### src/rtl/hazard_forward_unit.sv
`default_nettype none
// ============================================================================
// Module      : hazard_forward_unit
// Description : Pipeline hazard control. Tracks a shadow copy of the ID/EX,
//               EX/MEM and MEM/WB control fields and derives the EX operand
//               forwarding selects, the WB->ID register-file bypass selects,
//               load-use / mult-div stalls and branch flushes. Also owns the
//               mult/div busy counter.
// Revision    : 1.0 - initial release
// ============================================================================
module hazard_forward_unit #(
    parameter int MDU_LAT = 5            // busy cycles after an MDU start, 1..31
) (
    input  logic       clk,
    input  logic       reset,
    input  logic [4:0] id_rs,
    input  logic [4:0] id_rt,
    input  logic       id_use_rs,
    input  logic       id_use_rt,
    input  logic [4:0] id_dst,
    input  logic       id_reg_write,
    input  logic       id_mem_read,
    input  logic       id_mdu_start,
    input  logic       id_uses_mdu,
    input  logic       ex_branch_taken,
    output logic [1:0] ForwardA,
    output logic [1:0] ForwardB,
    output logic       Gpr_sel_A,
    output logic       Gpr_sel_B,
    output logic       stall,
    output logic       flush_ifid,
    output logic       flush_idex,
    output logic       mdu_busy
);

    localparam logic [1:0] C_FWD_GPR   = 2'b00;
    localparam logic [1:0] C_FWD_MEMWB = 2'b01;
    localparam logic [1:0] C_FWD_EXMEM = 2'b10;
    localparam logic [4:0] C_MDU_LAT   = 5'(MDU_LAT);

    // The EX stage needs its sources and load flag; later stages only need
    // to know what they will write back.
    typedef struct packed {
        logic [4:0] rs;
        logic [4:0] rt;
        logic [4:0] dst;
        logic       reg_write;
        logic       mem_read;
    } ex_stage_t;

    typedef struct packed {
        logic [4:0] dst;
        logic       reg_write;
    } wb_stage_t;

    ex_stage_t idex_q, idex_d;
    wb_stage_t exmem_q, exmem_d;
    wb_stage_t memwb_q, memwb_d;
    logic [4:0] mdu_cnt_q, mdu_cnt_d;

    logic       w_load_use;
    logic       w_mdu_busy;
    logic       w_stall;
    logic [1:0] w_fwd_a;
    logic [1:0] w_fwd_b;
    logic       w_gpr_a;
    logic       w_gpr_b;

    // Priority select for one EX operand: youngest producer wins. A masked-off
    // source is stored as $0, so the dst != 0 check also blocks it.
    function automatic logic [1:0] fwd_sel(input logic [4:0] src,
                                           input wb_stage_t exm,
                                           input wb_stage_t mwb);
        if (exm.reg_write && (exm.dst != 5'd0) && (exm.dst == src))
            return C_FWD_EXMEM;
        else if (mwb.reg_write && (mwb.dst != 5'd0) && (mwb.dst == src))
            return C_FWD_MEMWB;
        else
            return C_FWD_GPR;
    endfunction

    // Hazard decisions from shadow state and the current ID decode.
    always_comb begin
        w_fwd_a    = fwd_sel(idex_q.rs, exmem_q, memwb_q);
        w_fwd_b    = fwd_sel(idex_q.rt, exmem_q, memwb_q);
        w_gpr_a    = memwb_q.reg_write && (memwb_q.dst != 5'd0) &&
                     (memwb_q.dst == id_rs) && id_use_rs;
        w_gpr_b    = memwb_q.reg_write && (memwb_q.dst != 5'd0) &&
                     (memwb_q.dst == id_rt) && id_use_rt;
        w_load_use = idex_q.mem_read && (idex_q.dst != 5'd0) &&
                     ((id_use_rs && (idex_q.dst == id_rs)) ||
                      (id_use_rt && (idex_q.dst == id_rt)));
        w_mdu_busy = (mdu_cnt_q != 5'd0);
        // A taken branch discards the stalled instruction anyway, so flush wins.
        w_stall    = (w_load_use || (w_mdu_busy && id_uses_mdu)) && !ex_branch_taken;
    end

    // Output drive; everything is held low while reset is asserted.
    always_comb begin
        ForwardA   = 2'b00;
        ForwardB   = 2'b00;
        Gpr_sel_A  = 1'b0;
        Gpr_sel_B  = 1'b0;
        stall      = 1'b0;
        flush_ifid = 1'b0;
        flush_idex = 1'b0;
        mdu_busy   = 1'b0;
        if (!reset) begin
            ForwardA   = w_fwd_a;
            ForwardB   = w_fwd_b;
            Gpr_sel_A  = w_gpr_a;
            Gpr_sel_B  = w_gpr_b;
            stall      = w_stall;
            flush_ifid = ex_branch_taken;
            flush_idex = ex_branch_taken;
            mdu_busy   = w_mdu_busy;
        end
    end

    // Next shadow-pipeline contents and MDU counter value.
    always_comb begin
        memwb_d   = exmem_q;
        exmem_d   = '{dst: idex_q.dst, reg_write: idex_q.reg_write};
        idex_d    = '0;
        mdu_cnt_d = mdu_cnt_q;
        if (!(w_stall || ex_branch_taken)) begin
            idex_d.rs        = id_use_rs ? id_rs : 5'd0;
            idex_d.rt        = id_use_rt ? id_rt : 5'd0;
            idex_d.dst       = id_dst;
            idex_d.reg_write = id_reg_write;
            idex_d.mem_read  = id_mem_read;
        end
        // Only an MDU op that really enters EX starts the busy window.
        if (id_mdu_start && !w_stall && !ex_branch_taken)
            mdu_cnt_d = C_MDU_LAT;
        else if (mdu_cnt_q != 5'd0)
            mdu_cnt_d = mdu_cnt_q - 5'd1;
    end

    // Shadow pipeline and MDU counter registers.
    always_ff @(posedge clk) begin
        if (reset) begin
            idex_q    <= '0;
            exmem_q   <= '0;
            memwb_q   <= '0;
            mdu_cnt_q <= 5'd0;
        end else begin
            idex_q    <= idex_d;
            exmem_q   <= exmem_d;
            memwb_q   <= memwb_d;
            mdu_cnt_q <= mdu_cnt_d;
        end
    end

endmodule
`default_nettype wire

### config.mk
export PLATFORM = sky130hd
export DESIGN_NAME = hazard_forward_unit
export DESIGN_NICKNAME = d
export VERILOG_FILES = /design/src/rtl/hazard_forward_unit.sv
export SDC_FILE = /design/constraint.sdc
export NUM_CORES = 1
export LEC_CHECK = 0
export ABC_AREA = 0
export BUFFER_PORTS_ARGS = -buffer_cell sky130_fd_sc_hd__buf_2
export CAP_MARGIN = 30
export CORE_ASPECT_RATIO = 1.4
export CORE_UTILIZATION = 54
export DETAILED_ROUTE_END_ITERATION = 10
export PLACE_DENSITY = 0.82
export SYNTH_ARGS = -nofsm -noshare
export SYNTH_HDL_FRONTEND = slang
export SYNTH_SLANG_ARGS = --single-unit
### constraint.sdc
create_clock -name clk -period 2.2 [get_ports clk]
set_input_delay 0.33 -clock clk [delete_from_list [all_inputs] [get_ports clk]]
set_output_delay 0.33 -clock clk [all_outputs]
set_load 0.05 [all_outputs]
==> qor.yml, run 1 <==
status: "complete, no violations"
die_w_um: 48.9
drtAntennaViolNets: 0
numCtsBuffers: 5
clkSinkCount: 34
crit_buf_inv: 2
start_util_pct: 57.2
critPathCaptureType: "output pin"
grt_usage_pct: 24.4
clkPwrFrac_pct: 29.3
yosysSeqAreaShare_pct: 41.0
holdPathEnd: "idex_q[0]"
ff2ff_path_depth: 7
area_growth_pct: 25.8
wl_per_cell_um: 15.3
antenna_found_initial: 0
fill_cells: 215
finalNetCount: 240
cts_tree: "done"
power_frac_seq_pct: 41.1
drive_gt1_share_pct: 30.7
ctsRootBufferMaster: "clkbuf_8"
path_class: "flop to output pin"
grt_pass1_wl_um: 5800
crit_arrival_ns: 1.87
maxCapViolCount: 0
ys_ff_latch: 34
fmax_ghz: 0.455
core_um2: 2910
cts-htree-levels: 2
grt_max_degree: 20
via_count: 1367
grt_pass1_vias: 1327
holdCritPathClass: "input port to flop"
ir_drop_mv: 0.747
hold_viol: 0
drtIter0Drc: 29
syn_area_um2: 1660
slowest_stage: "or4_4"
worstPathRequired_ns: 1.87
yosysTopAreaCellShare_pct: 41.0
drt-total-wl_um: 3850
syn-mean-instance-area_um2: 9.49
switching_share_pct: 31.3
clk_transition_reported_paths_ns: 0.07
max-slew-margin-rel_pct: 72.6
finalSetupViolCount: 0
dp_hpwl_um: 2810
final.period_utilization_pct: 100
start_kind: "flop"
rr_startpoint: "mdu_cnt_q[0]"
ys.flop_type: "dfxtp_1"
viasPerCell: 5.42
skew_ns: 0.00511
cp_cell_sequence: "or4_4, o21ai_4, buf_6, nor3_4, nor3_2, buf_6"
reg2reg_setup_slack_ns: 0.30
p_int_uw: 1220
worstMarginPinSlew_ns: 0.406
switchingPower_uw: 557
critPathMostFrequentCell: "buf_6"
ys_warn_count: 0
comb_power_share_pct: 29.6
setup-tns-final_ns: 0
place_congestion: 0.897
dr.pass1.iters: 4
num_rows: 23
synth-edff-count: 0
power_density_nw_per_um2: 852
clockBufferDepth: 2
synth.distinct_cells: 33
async_reset_ff_share_pct: 0
drc: 0
dieHeight_um: 67.6
hold_buffers: 0
io_buffer_count: 33
min_from: "id_mem_read"
die_area_um2: 3310
cp_slowest_stage_delay_ns: 0.54
cp_top_family: "simple AND/OR/NAND/NOR gates"
synth_common_cells: "dfxtp_1, xnor2_1, nor2b_1"
r2r-end: "idex_q[15]"
p_leak_uw: 0.000927
period_needed_ns: 2.20
critPathMaxFanout: 4
diodes: 0
synth_area_leaders: "dfxtp_1, xnor2_1, nor2b_1, xor2_1, and3_1"
synth.net_count: 201
setup_ws_ns: 0.0000828
synth_cells: 175
post-synth-top-area-cell: "dfxtp_1"
rsz0062_at_grt: "true"
worstSkewPairLatency_ns: 0.28
preCtsSetupSlack_ns: 0.201
io_pins: 34
hold_depth: 2
grt_overflow_total: 0
finalMaxSlewViolations: 0
[worst max-delay path by stage]
stage,start,endpoint,cells past startpoint
2_1_floorplan,reset,ForwardA[1],3
3_3_place_gp,reset,ForwardB[0],6
3_5_place_dp,exmem_q[2],ForwardB[0],5
4_1_cts,exmem_q[2],ForwardA[0],6
5_1_grt,exmem_q[3],ForwardA[0],6
6_report,exmem_q[3],ForwardA[0],6
[cell usage in the layout (no fill, tap or decap), types with 2 or more instances in the layout]
master	count
dfxtp_1	28
and2_1	7
xnor2_1	34
dfxtp_4	6
nor2_1	3
nor2b_1	15
or4_1	3
inv_1	4
nand4_1	4
a311oi_1	2
nand3_1	4
buf_4	9
buf_6	2
nor4_1	2
ha_1	2
nor3_1	5
nand2_2	2
xor2_1	10
nand2_1	7
buf_2	29
clkbuf_8	8
and3_1	10
[through the flow]
step	area, um2	utilization, %	std cells	hold slack (ns)	total power, uW
final	2090	71.9	252	0.242	1780
after global placement	1880	64.5	241	0.448	1180
after detailed placement	1880	64.5	241	0.438	1220
after global routing	2090	71.9	252	0.245	1870
after floorplan	1670	-	175	0.414	1100
after CTS	2020	69.7	249	0.234	1750
[cells by family after synthesis]
logic type | after synthesis | share of synthesized area, %
buffers and inverters | 13 | 3.69
and+or+nand+nor | 70 | 24.8
adders and majority gates | 2 | 1.51
AOI/OAI and AO/OA | 12 | 5.88
DFF | 34 | 41.0
xor gates and xnor gates | 44 | 23.2
[repair_timing]
action	CTS	global route
setup endpoints to repair	3	4
hold endpoints to repair	0	0
buffers inserted	0	3
pin swaps	5	6
resized for setup	17	9
[final cells by class]
cell class / instances / area (um2) / share of cell area [%]
inverters: 4 / 15.0 / 0.719
repair buffers: 41 / 243 / 11.6
well taps: 37 / 46.3 / 2.22
clock buffers: 8 / 110 / 5.27
flip-flops and latches: 34 / 703 / 33.7
multi-input cells: 128 / 972 / 46.5
[state kept, by name, indices dropped and copies added, names as in the netlist]
name and cells:
memwb_q 6, exmem_q 6, exmem_d 6, idex_q 11, mdu_cnt_q 5
[power groups by stage]
stage	registers [uW]	clock network (uW)	logic [uW]
floorplan	730	0	370
global placement	743	0	436
detailed placement	748	0	473
CTS	731	537	483
global route	738	559	577
finish	731	522	527
[layer usage]
layer	up-vias	share of wire (%)	GRT usage, %
met5	-	0	0
met3	12	5.6	5.86
met2	53	54	42.9
met1	635	37	25.5
met4	0	3.3	18.0
li1	667	-	-
No activity file was read; power rests on OpenSTA's default activity.
==> run 2, diff against run 1 <==
Settings changed: CAP_MARGIN 30 to unset.
Clock period 2.2 ns to 2.4 ns, I/O delays scaled along.
==> qor.yml, run 2 (synthesis results as in run 1) <==
diodes: 0
start_kind: "flop"
drtAntennaViolNets: 0
layout_commonest_cell: "xnor2_1"
fmax_ghz: 0.434
final.period_utilization_pct: 95.9
finalNetCount: 239
place_congestion: 0.858
finalMaxSlewViolations: 0
worstSkewPairLatency_ns: 0.29
clockBufferDepth: 2
ir_drop_mv: 0.744
power_density_nw_per_um2: 764
clk_transition_reported_paths_ns: 0.07
top_register: "idex_q"
area_growth_pct: 21.2
grt_overflow_total: 0
max-slew-margin-rel_pct: 77.1
maxCapViolCount: 0
cts-htree-levels: 2
hold_viol: 0
die_w_um: 48.9
p_leak_uw: 0.000899
via_count: 1333
holdWs_ns: 0.271
drt-total-wl_um: 3500
clkSinkCount: 34
status: "complete, no violations"
worstPathRequired_ns: 2.04
hold_depth: 2
holdCritPathClass: "input port to flop"
grt_pass1_vias: 1330
drive_gt1_share_pct: 27.6
num_rows: 23
dp_hpwl_um: 2720
viasPerCell: 5.31
finalSetupViolCount: 0
ctsRootBufferMaster: "clkbuf_8"
grt_usage_pct: 24.1
grt_max_degree: 20
io_pins: 34
io_buffer_count: 33
start_util_pct: 57.2
largest_reg_flops: 11
critPathMaxFanout: 4
wl_per_cell_um: 14.0
antenna_found_initial: 0
final_cell_mix: "xnor2_1, dfxtp_1, buf_2"
grt_pass1_wl_um: 5800
critPathCaptureType: "output pin"
period_needed_ns: 2.30
drtIter0Drc: 24
ff2ff_path_depth: 7
die_area_um2: 3310
numCtsBuffers: 5
path_class: "flop to output pin"
power_uw: 1540
core_um2: 2910
drc: 0
crit_arrival_ns: 1.94
final_util_pct: 69.3
cts_tree: "done"
dieHeight_um: 67.6
setup-tns-final_ns: 0
worstMarginPinSlew_ns: 0.339
dr.pass1.iters: 4
rsz0062_at_grt: "false"
skew_ns: 0.00394
run 2: layer usage:
layer  vias up  share of wire [%]  track usage (%)  wire length, um
li1        662                  -                -                -
met1       610                 41             24.9             1420
met2        48                 51             43.4             1800
met3        13                5.2             6.76              183
met4         0                2.8             14.7               97
met5         -                  0                0                0
run 2: critical path, cell delays in order, from the launching register on:
cell,delay (ns)
dfxtp_2,0.34
or4_4,0.55
o21ai_4,0.20
nor3_2,0.07
nor4_2,0.26
buf_4,0.23
run 2: what timing repair did:
action	4_1_cts	5_1_grt
setup buffers	0	0
pin swaps	0	1
hold buffers	0	0
endpoints found under the setup margin	1	2
resized for setup	2	6
run 2: per-stage QoR:
stage	setup slack [ns]	instances	instance area (um2)
finish	0.0979	251	2010
global route	0.0289	251	2010
CTS	0.0376	251	1990
detailed placement	0.215	243	1890
global placement	0.320	243	1890
floorplan	-0.267	175	1670
run 2: cell type report:
type,count,area (um2)
multi-input cells,128,957
well taps,37,46.3
inverters,4,15.0
clock inverters,1,5.00
flip-flops and latches,34,683
repair buffers,40,220
clock buffers,7,86.3
fillers,217,893
run 2: final timing paths:
check / from / end / slack, ns
setup / recovery: exmem_q[2] / ForwardB[0] / 0.1
hold / removal: id_mem_read / idex_q[0] / 0.27
setup reg to reg: mdu_cnt_q[0] / idex_q[12] / 0.49
hold reg to reg: exmem_d[0] / exmem_q[0] / 0.44
run 2: power by group:
part / total, uW / switching (uW) / internal, uW / leakage (uW)
combinational: 437 / 233 / 204 / 0.000573
sequential: 674 / 53.7 / 620 / 0.000278
clock: 427 / 196 / 231 / 0.0000482
==> run 3, diff against run 2 <==
Settings changed: RECOVER_POWER set to 25, SKIP_LAST_GASP set to 1.
==> qor.yml, run 3 (synthesis results as in run 1) <==
status: "complete, no violations"
grt_usage_pct: 24.1
reg2reg_setup_slack_ns: 0.49
crit_arrival_ns: 1.94
finalNetCount: 239
start_util_pct: 57.2
top_register: "idex_q"
rsz0062_at_grt: "false"
crit_buf_inv: 1
io_buffer_count: 33
cp_cell_sequence: "or4_4, o21ai_4, nor3_2, nor4_2, buf_4"
cp_top_family: "simple AND/OR/NAND/NOR gates"
worstPathRequired_ns: 2.04
drc: 0
ff2ff_path_depth: 7
r2r-end: "idex_q[12]"
rr_startpoint: "mdu_cnt_q[0]"
dieHeight_um: 67.6
grt_pass1_vias: 1330
largest_reg_flops: 11
critPathLaunch: "exmem_q[2]"
cts_tree: "done"
dr.pass1.iters: 4
drive_gt1_share_pct: 27.1
skew_ns: 0.00394
worstMarginPinSlew_ns: 0.855
max-slew-margin-rel_pct: 43.0
ir_drop_mv: 0.744
cp_slowest_stage_delay_ns: 0.55
wl_per_cell_um: 14.0
io_pins: 34
cts-htree-levels: 2
diodes: 0
crit_cells: 5
die_w_um: 48.9
path_class: "flop to output pin"
die_area_um2: 3310
ff_latch_area_um2: 683
finalSetupViolCount: 0
grt_max_degree: 20
maxCapViolCount: 0
comb_power_share_pct: 28.4
drtAntennaViolNets: 0
multiInputGateArea_um2: 957
ctsRootBufferMaster: "clkbuf_8"
switching_share_pct: 31.4
power_frac_seq_pct: 43.9
switchingPower_uw: 483
p_int_uw: 1050
worstSkewPairLatency_ns: 0.29
critPathCapture: "ForwardB[0]"
core_um2: 2910
layout_commonest_cell: "xnor2_1"
grt_overflow_total: 0
clkSinkCount: 34
clkPwrFrac_pct: 27.8
p_leak_uw: 0.000896
finalMaxSlewViolations: 0
slowest_stage: "or4_4"
numCtsBuffers: 5
final_util_pct: 69.1
clk_transition_reported_paths_ns: 0.07
holdCritPathClass: "input port to flop"
drtIter0Drc: 24
fmax_ghz: 0.434
grt_pass1_wl_um: 5800
power_uw: 1540
via_count: 1333
start_kind: "flop"
final_cell_mix: "xnor2_1, dfxtp_1, buf_2"
area_growth_pct: 20.9
critPathMaxFanout: 4
post_cts_buffers: 0
power_density_nw_per_um2: 765
final.period_utilization_pct: 95.9
place_congestion: 0.858
fill_cells: 219
dp_hpwl_um: 2720
viasPerCell: 5.31
drt-total-wl_um: 3500
hold_buffers: 0
hold_viol: 0
period_needed_ns: 2.30
num_rows: 23
clockBufferDepth: 2
antenna_found_initial: 0
critPathCaptureType: "output pin"
## run 3: cell type report
class | instances | area share [%]
clock buffers | 7 | 4.30
repair buffers | 40 | 10.8
inverters | 4 | 0.747
flip-flops and latches | 34 | 34.0
multi-input cells | 128 | 47.6
clock inverters | 1 | 0.249
well taps | 37 | 2.30
## run 3: timing repair
item / in CTS / in global routing
gates cloned: 0 / 0
resized for setup: 2 / 6
setup endpoints to repair: 1 / 2
pin swaps: 0 / 1
## run 3: through the flow
step,TNS [ns],hold WS [ns],cell area (um2),worst slack [ns],cells
global route,0,0.267,2010,0.0289,251
CTS,0,0.262,1990,0.0376,251
detailed placement,0,0.425,1890,0.215,243
global placement,0,0.422,1890,0.320,243
floorplan,-0.654,0.414,1670,-0.267,175
finish,0,0.271,2010,0.0979,251
## run 3: worst min path at each step
stage	start	end	slack, ns	cells past startpoint
2_1_floorplan	exmem_d[0]	exmem_q[0]	0.41	1
3_3_place_gp	exmem_d[0]	exmem_q[0]	0.42	1
3_5_place_dp	exmem_d[0]	exmem_q[0]	0.43	1
4_1_cts	id_dst[1]	exmem_d[2]	0.26	2
5_1_grt	id_mem_read	idex_q[0]	0.27	2
6_report	id_mem_read	idex_q[0]	0.27	2
## run 3: power groups by stage
stage	clock, uW	combinational [uW]	sequential (uW)
global placement	0	406	679
CTS	440	430	672
finish	427	436	674
floorplan	0	339	669
detailed placement	0	424	684
global route	464	479	681
## run 3: metal layers
layer	vias to the layer above	GRT usage (%)	share of wire [%]
li1	662	-	-
met1	610	24.9	40
met2	48	43.4	51
met3	13	6.76	5.2
met4	0	14.7	2.8
met5	-	0	0
## run 3: worst register-to-register path: cells and delay by family, from the launching register on
| family | cells | cell delay [ns] |
|---|---|---|
| DFF | 1 | 0.32 |
| and+or+nand+nor | 4 | 0.94 |
| AOI/OAI and AO/OA | 1 | 0.30 |
| adders and majority gates | 1 | 0.18 |
| buffers and inverters | 1 | 0.12 |
